--- config.mk ---
export PLATFORM = sky130hd
export DESIGN_NAME = generator_addr_out
export DESIGN_NICKNAME = d
export VERILOG_FILES = /design/src/rtl/generator_addr_out.sv
export SDC_FILE = /design/constraint.sdc
export NUM_CORES = 1
export LEC_CHECK = 0
export CORE_MARGIN = 1
export CORE_UTILIZATION = 38
export DETAILED_ROUTE_END_ITERATION = 8
export PLACE_DENSITY = 0.81
export SLEW_MARGIN = 10
export SYNTH_ARGS = -nofsm -noshare
export SYNTH_HDL_FRONTEND = slang
export SYNTH_SLANG_ARGS = --single-unit
--- constraint.sdc ---
create_clock -name clk -period 1.3 [get_ports clk]
set_input_delay 0.13 -clock clk [delete_from_list [all_inputs] [get_ports clk]]
set_output_delay 0.13 -clock clk [all_outputs]
set_load 0.02 [all_outputs]
--- src/rtl/generator_addr_out.sv ---
// Write-side tile address generator: takes 16 result words of a 4x4 tile
// and issues registered row-major writes to the output buffer.
module generator_addr_out #(
  parameter int END_ROW     = 16,
  parameter int TILE_STRIDE = 64,
  parameter int HEIGHT      = 256,
  parameter int DATA_W      = 16,
  parameter int ADDR_W      = $clog2(HEIGHT)
) (
  input  logic              clk,
  input  logic              rst,
  input  logic              start,
  input  logic [7:0]        i,
  input  logic [7:0]        j,
  input  logic              in_valid,
  input  logic [DATA_W-1:0] in_data,
  output logic              in_ready,
  output logic              wr_en,
  output logic [ADDR_W-1:0] wr_addr,
  output logic [DATA_W-1:0] wr_data,
  output logic              busy,
  output logic              done
);

  typedef enum logic [1:0] {
    IDLE  = 2'd0,
    WRITE = 2'd1,
    DONE  = 2'd2
  } state_t;

  state_t      state;
  state_t      state_n;
  logic [1:0]  col;
  logic [1:0]  row;
  logic [7:0]  i_q;
  logic [7:0]  j_q;
  logic        accept;
  logic        last;
  logic [17:0] addr_full;

  always_comb begin
    state_n  = state;
    in_ready = 1'b0;
    accept   = 1'b0;
    last     = 1'b0;
    unique case (state)
      IDLE: begin
        if (start) state_n = WRITE;
      end
      WRITE: begin
        in_ready = 1'b1;
        accept   = in_valid;
        last     = in_valid && (row == 2'd3) && (col == 2'd3);
        if (last) state_n = DONE;
      end
      DONE: begin
        state_n = IDLE;
      end
      default: begin
        state_n = IDLE;
      end
    endcase
  end

  // Wide enough for the largest tile base; truncation gives the modulo wrap.
  assign addr_full = 18'(TILE_STRIDE) * 18'(i_q)
                   + 18'(j_q) * 18'd4
                   + 18'(END_ROW) * 18'(row)
                   + 18'(col);

  assign busy = (state != IDLE);

  always_ff @(posedge clk or posedge rst) begin
    if (rst) begin
      state   <= IDLE;
      col     <= '0;
      row     <= '0;
      i_q     <= '0;
      j_q     <= '0;
      wr_en   <= 1'b0;
      wr_addr <= '0;
      wr_data <= '0;
      done    <= 1'b0;
    end else begin
      state <= state_n;
      wr_en <= accept;
      done  <= last;
      if (state == IDLE && start) begin
        i_q <= i;
        j_q <= j;
        col <= '0;
        row <= '0;
      end
      if (accept) begin
        wr_addr <= addr_full[ADDR_W-1:0];
        wr_data <= in_data;
        col     <= col + 2'd1;
        if (col == 2'd3) row <= row + 2'd1;
      end
    end
  end

endmodule
==> results.tsv, run 1 <==
metric	value	unit
Leak	1.29	nW
gr usage total	16.6	%
Sw Ratio	36.7	%
DR DRC count	0	
number of global-route vias before repair	1219	
RSZ-0062 raised after global routing	true	
global-route wire length before repair	5600	µm
PwrDens	2080	nW/µm²
Rows	23	
clock latency on the worst-skew pair	290	ps
number of port buffers	55	
drt first pass iters	4	
antenna violations before repair	0	
sequential cell area	1000	µm²
status	completed	
area of the multi-input gates	649	µm²
Avg Cell Area, Syn	9.65	µm²
ratio of cells with drive above 1 in the final layout	14.0	%
max_slew headroom	77.0	%
Detailed Route Iter0 Violations	64	
Worst-Margin Slew	345	ps
Setup TNS	0	ps
startpoint types	flip-flop	
clock slew at reported path FFs	80	ps
post-synth cell types	24	
Tcrit/Tclk final	99.6	%
count of final setup violators	0	
clock tree root driver cell	clkbuf_8	
skew final	9.15	ps
Die Wd	68.5	µm
critical path type	reg2reg	
# fillers	380	
fin crit period	1300	ps
Post-CTS Setup Bufs	0	
cell-internal power	3.20	mW
cells after synthesis	174	
Pins Over Slew Limit	0	
synthesized cell area	1680	µm²
Hold/Removal Path Class	in2async	
Core Area	4120	µm²
Max IR drop VDD	0.00107	V
Critical Path AT	1520	ps
die area	4690	µm²
sequential area share after synthesis	59.6	%
final hold violations	0	
final WL	3400	µm
CTS Buf Count	5	
routed vias/inst	4.53	
largest net degree at the start of global routing	29	
flops & latches, synth	40	
DR WL/cell	11.6	µm
TritonCTS clock tree	built	
Die Y	68.5	µm
Placer Congestion	0.734	
grt ovf	0	
Nets	283	
# hold bufs at CTS	0	
Seq pwr share	39.4	%
syn nets	216	
worst reg-to-reg setup slack	5	ps
most frequent cells in the layout	nand2_1 (96), dfrtp_1 (39), clkdlybuf4s50_1 (27), dlygate4sd2_1 (26), buf_4 (11)	
Routed Antenna Nets	0	
hpwl dp	2550	µm
antenna diode count	0	
CTS H-Tree Depth	2	
commonest non-fill, non-tap cell in the layout	nand2_1	
Starting Density	40.8	%
# IOs	64	
Fmax achieved	772	MHz
CP max FO	2	
total of max-cap violations	0	
CTS Buffer Depth	2	
Power, Total	5.05	mW
Switch Pwr	1.85	mW
Yosys warning total	0	
Clock Power Share	19.8	%
Crit path required time	1530	ps
Area Overhead vs Synth	44.7	%
CP endpoint kind	flip-flop	
# clock sinks	40	
DR vias	1323	
Logic pwr share	40.8	%
cell families after synthesis:
group | share of synthesized area, %
fa+ha+maj | 4.92
flops | 59.6
compound gates | 2.24
xor+xnor | 1.04
buf+inv | 3.73
simple gates | 27.9
mux | 0.596
cell usage after synthesis:
cell / count / area, µm²
buf_6: 4 / 45.0
a31o_2: 1 / 8.76
buf_2: 2 / 10.0
a31oi_1: 1 / 6.26
o21ai_0: 2 / 10.0
nor3b_2: 1 / 12.5
a21o_1: 1 / 7.51
ha_1: 5 / 62.6
nor2b_1: 1 / 6.26
nand3b_4: 1 / 20.0
or3b_4: 1 / 11.3
a21oi_1: 1 / 5.00
nand2_1: 97 / 364
and3_1: 3 / 18.8
fa_1: 1 / 20.0
or2_2: 1 / 6.26
mux2i_1: 1 / 10.0
nor2_1: 1 / 3.75
xnor2_1: 1 / 8.76
xor2_1: 1 / 8.76
nand3_1: 5 / 25.0
dfrtp_1: 40 / 1000
inv_1: 1 / 3.75
inv_2: 1 / 3.75
registers in the layout (all words and copies together), names as in the netlist:
name and cells:
col 2, done 1, i_q 2, j_q 6, row 2, state 2, wr_addr 8, wr_data 16
wr_en 1
final cells by class:
type	count	area share, %
Inverter	2	0.309
Sequential cell	40	41.2
Multi-Input combinational cell	126	26.7
Timing Repair Buffer	66	24.6
Clock buffer	5	2.83
Tap cell	50	2.57
Clock inverter	3	1.75
power by group through the flow:
stage               logic [mW]  clock network, mW  registers, mW
floorplan                0.900                  0           2.32
global placement          2.11                  0           1.99
detailed placement        2.18                  0           2.01
CTS                       2.00               1.03           1.98
global route              2.32               1.07           2.06
finish                    2.06              0.998           1.99
worst paths after layout:
check                                  startpoint                      to  cells after the start
max in group asynchronous                     rst        row[1]$_DFF_PP0_                      3
setup reg to reg                 row[0]$_DFF_PP0_  wr_addr[5]$_DFFE_PP0P_                      4
min in group clk                             j[2]      j_q[2]$_DFFE_PP0P_                      3
hold reg to reg            wr_addr[3]$_DFFE_PP0P_  wr_addr[3]$_DFFE_PP0P_                      2
hold / removal                                rst      i_q[1]$_DFFE_PP0P_                      3
setup / recovery                 row[0]$_DFF_PP0_  wr_addr[5]$_DFFE_PP0P_                      4
per-layer routing:
metal	GRT usage [%]	wire length (µm)	vias to the layer above	part of all wire [%]
met4	5.47	47	0	1.4
met1	20.4	1510	603	45
li1	-	-	679	-
met3	5.33	191	6	5.6
met5	0	0	-	0
met2	27.5	1650	35	48
through the flow:
stage	instances	util (%)	hold WS [ps]	worst slack, ps	instance area [µm²]
6_report	292	59.0	134	4.92	2430
4_1_cts	292	58.2	133	-7.12	2400
5_1_grt	292	59.0	151	-51.0	2430
3_5_place_dp	284	56.4	452	-145	2320
2_1_floorplan	174	-	235	28.3	1680
3_3_place_gp	284	56.4	448	-137	2320
repair_timing:
| item | in CTS | in global routing |
|---|---|---|
| gates resized for setup | 37 | 7 |
| hold endpoints to repair | 0 | 0 |
| setup endpoints to repair | 30 | 6 |
| pin swaps | 2 | 1 |
critical path, cell delays in order (launching register included):
cell and delay (ps):
dfrtp_1 400, ha_2 200, fa_2 530, nand2_2 50, nand2_1 50
No activity file was read; power rests on OpenSTA's default activity.
==> inputs of run 2 (changes only) <==
--- a/config.mk
+++ b/config.mk
@@ -5,8 +5,10 @@
 export SDC_FILE = /design/constraint.sdc
 export NUM_CORES = 1
 export LEC_CHECK = 0
+export CAP_MARGIN = 25
 export CORE_MARGIN = 1
 export CORE_UTILIZATION = 38
+export CTS_CLUSTER_DIAMETER = 100
 export DETAILED_ROUTE_END_ITERATION = 8
 export PLACE_DENSITY = 0.81
 export SLEW_MARGIN = 10
==> results of run 2 <==
The final DEF is identical to that of run 1; final timing and power are the same.
==> inputs of run 3 (changes only) <==
--- a/config.mk
+++ b/config.mk
@@ -5,12 +5,13 @@
 export SDC_FILE = /design/constraint.sdc
 export NUM_CORES = 1
 export LEC_CHECK = 0
+export ABC_AREA = 1
 export CAP_MARGIN = 25
 export CORE_MARGIN = 1
 export CORE_UTILIZATION = 38
 export CTS_CLUSTER_DIAMETER = 100
 export DETAILED_ROUTE_END_ITERATION = 8
-export PLACE_DENSITY = 0.81
+export PLACE_DENSITY = 0.8
 export SLEW_MARGIN = 10
 export SYNTH_ARGS = -nofsm -noshare
 export SYNTH_HDL_FRONTEND = slang
==> results.tsv, run 3 <==
metric	value	unit
Worst-Margin Slew	224	ps
final hold violations	0	
CTS H-Tree Depth	2	
critical path type	reg2reg	
post-synth cell types	19	
dominant synthesized flop cell	dfrtp_1	
Fmax achieved	780	MHz
hpwl dp	2370	µm
Pins Over Slew Limit	0	
number of enable flip-flop cells after synthesis	0	
skew final	5.83	ps
clock tree root driver cell	clkbuf_8	
DR DRC count	0	
number of global-route vias before repair	1236	
Largest register FFs	16	
antenna diode count	0	
most frequent cells in the layout	nand2_1 (90), dfrtp_1 (40), clkdlybuf4s50_1 (27), dlygate4sd2_1 (26), nand3_1 (12)	
top-count cell post-synth	nand2_1	
sequential cell area	1000	µm²
Setup crit start	row[0]$_DFF_PP0_	
global-route wire length before repair	5510	µm
flops & latches, synth	40	
synthesized cell area	1680	µm²
antenna violations before repair	0	
Nets	295	
Avg Cell Area, Syn	9.20	µm²
Crit path required time	1530	ps
synth cell count leaders	nand2_1 (91), dfrtp_1 (40), nand3_1 (12), inv_1 (10)	
total of max-cap violations	0	
Critical R2R Launch	row[0]$_DFF_PP0_	
CP max stage delay	530	ps
fin crit period	1280	ps
count of final setup violators	0	
RSZ-0062 raised after global routing	true	
startpoint types	flip-flop	
pre-CTS setup slack	-184	ps
Leak	1.35	nW
drt first pass iters	4	
CTS Buffer Depth	2	
status	completed	
Placer Congestion	0.741	
crit-path cells	ha_2, fa_2, nand2_1, nand2_1	
syn nets	225	
number of port buffers	55	
ratio of cells with drive above 1 in the final layout	12.2	%
Core Area	4120	µm²
critical-path cell with the highest stage delay	fa_2	
largest net degree at the start of global routing	41	
max_slew headroom	85.1	%
Area contributors post-synth	dfrtp_1 (59%), nand2_1 (20%), ha_1 (3.7%)	
Area Overhead vs Synth	49.7	%
CP Buf/Inv Count	0	
Die Wd	68.5	µm
Rows	23	
CP max FO	2	
DR vias	1375	
Core Util, Final	61.2	%
final WL	3450	µm
CTS Buf Count	5	
TritonCTS clock tree	built	
clock slew at reported path FFs	80	ps
top-area cell type share of the netlist area	59.5	%
# clock sinks	40	
commonest non-fill, non-tap cell in the layout	nand2_1	
# fillers	343	
Starting Density	40.9	%
Max IR drop VDD	0.00118	V
grt ovf	0	
CP delay by family, top	adder cells	
Post-synth ARST share	100	%
Critical Path AT	1510	ps
clock latency on the worst-skew pair	290	ps
cells after synthesis	183	
cell taking the most area after synthesis	dfrtp_1	
Routed Antenna Nets	0	
die area	4700	µm²
routed vias/inst	4.52	
Hold/Removal Path Class	in2async	
gr usage total	16.3	%
Yosys warning total	0	
Tcrit/Tclk final	98.6	%
area of the multi-input gates	608	µm²
# IOs	64	
Largest Register	wr_data	
worst setup margin	17.8	ps
biggest regs	wr_data x16, wr_addr x8, j_q x6	
# hold bufs at CTS	0	
Detailed Route Iter0 Violations	75	
Die Y	68.5	µm
most used cell, CP	nand2_1	
PwrDens	2170	nW/µm²
sequential area share after synthesis	59.5	%
DR WL/cell	11.3	µm
CP endpoint kind	flip-flop	
## run 3: metrics by stage
stage                     hold WS (ps)  cell area (µm²)  power [mW]  std cells  setup TNS, ps
after floorplan                    247             1690        3.19        183              0
final                              185             2520        5.45        304              0
after global placement             454             2360        4.13        294          -1030
after global routing               228             2520        5.89        304           -209
after CTS                          192             2500        5.43        303              0
after detailed placement           459             2360        4.19        294          -1840
## run 3: final cells by class
type	count	share of cell area, %
Inverter	11	1.84
Sequential cell	40	39.7
Clock inverter	3	3.58
Clock buffer	5	2.73
Timing Repair Buffer	68	25.5
Multi-Input combinational cell	127	24.1
Tap cell	50	2.48
## run 3: cell families after synthesis
kind of cell	Yosys count	share of synthesized area, %
simple gates	112	27.6
flops	40	59.5
buf+inv	16	4.98
compound gates	8	2.53
fa+ha+maj	6	4.91
xor+xnor	1	0.521
## run 3: worst paths after layout
kind                       slack [ps]                     end  cells after the start
max in group asynchronous         910  wr_addr[6]$_DFFE_PP0P_                      3
setup / recovery                   20  wr_addr[5]$_DFFE_PP0P_                      4
hold / removal                    190  wr_data[4]$_DFFE_PP0P_                      3
min in group clk                  370  wr_data[2]$_DFFE_PP0P_                      3
hold reg to reg                   470  wr_data[3]$_DFFE_PP0P_                      2
setup reg to reg                   20  wr_addr[5]$_DFFE_PP0P_                      4
## run 3: what timing repair did
item,CTS,global route
endpoints found under the setup margin,32,10
cloned,0,0
gates resized for setup,33,10
buffers inserted,1,1
pin swaps,1,4
## run 3: worst register-to-register path: stages, from the launching register on
cell     delay [ps]
dfrtp_1         390
ha_2            210
fa_2            530
nand2_1          50
nand2_1          50
## run 3: per-layer routing
layer / global-route usage [%] / share of wire [%] / up-vias
li1: - / - / 706
met1: 20.2 / 43 / 621
met3: 4.61 / 7.0 / 7
met5: 0 / 0 / -
met4: 6.25 / 1.5 / 0
met2: 26.8 / 48 / 41
## run 3: power by group
part	internal (mW)	total, mW	switching [mW]
registers	1.69	1.94	0.255
logic	0.938	2.12	1.18
clock network	0.960	1.39	0.430
total	3.59	5.45	1.87
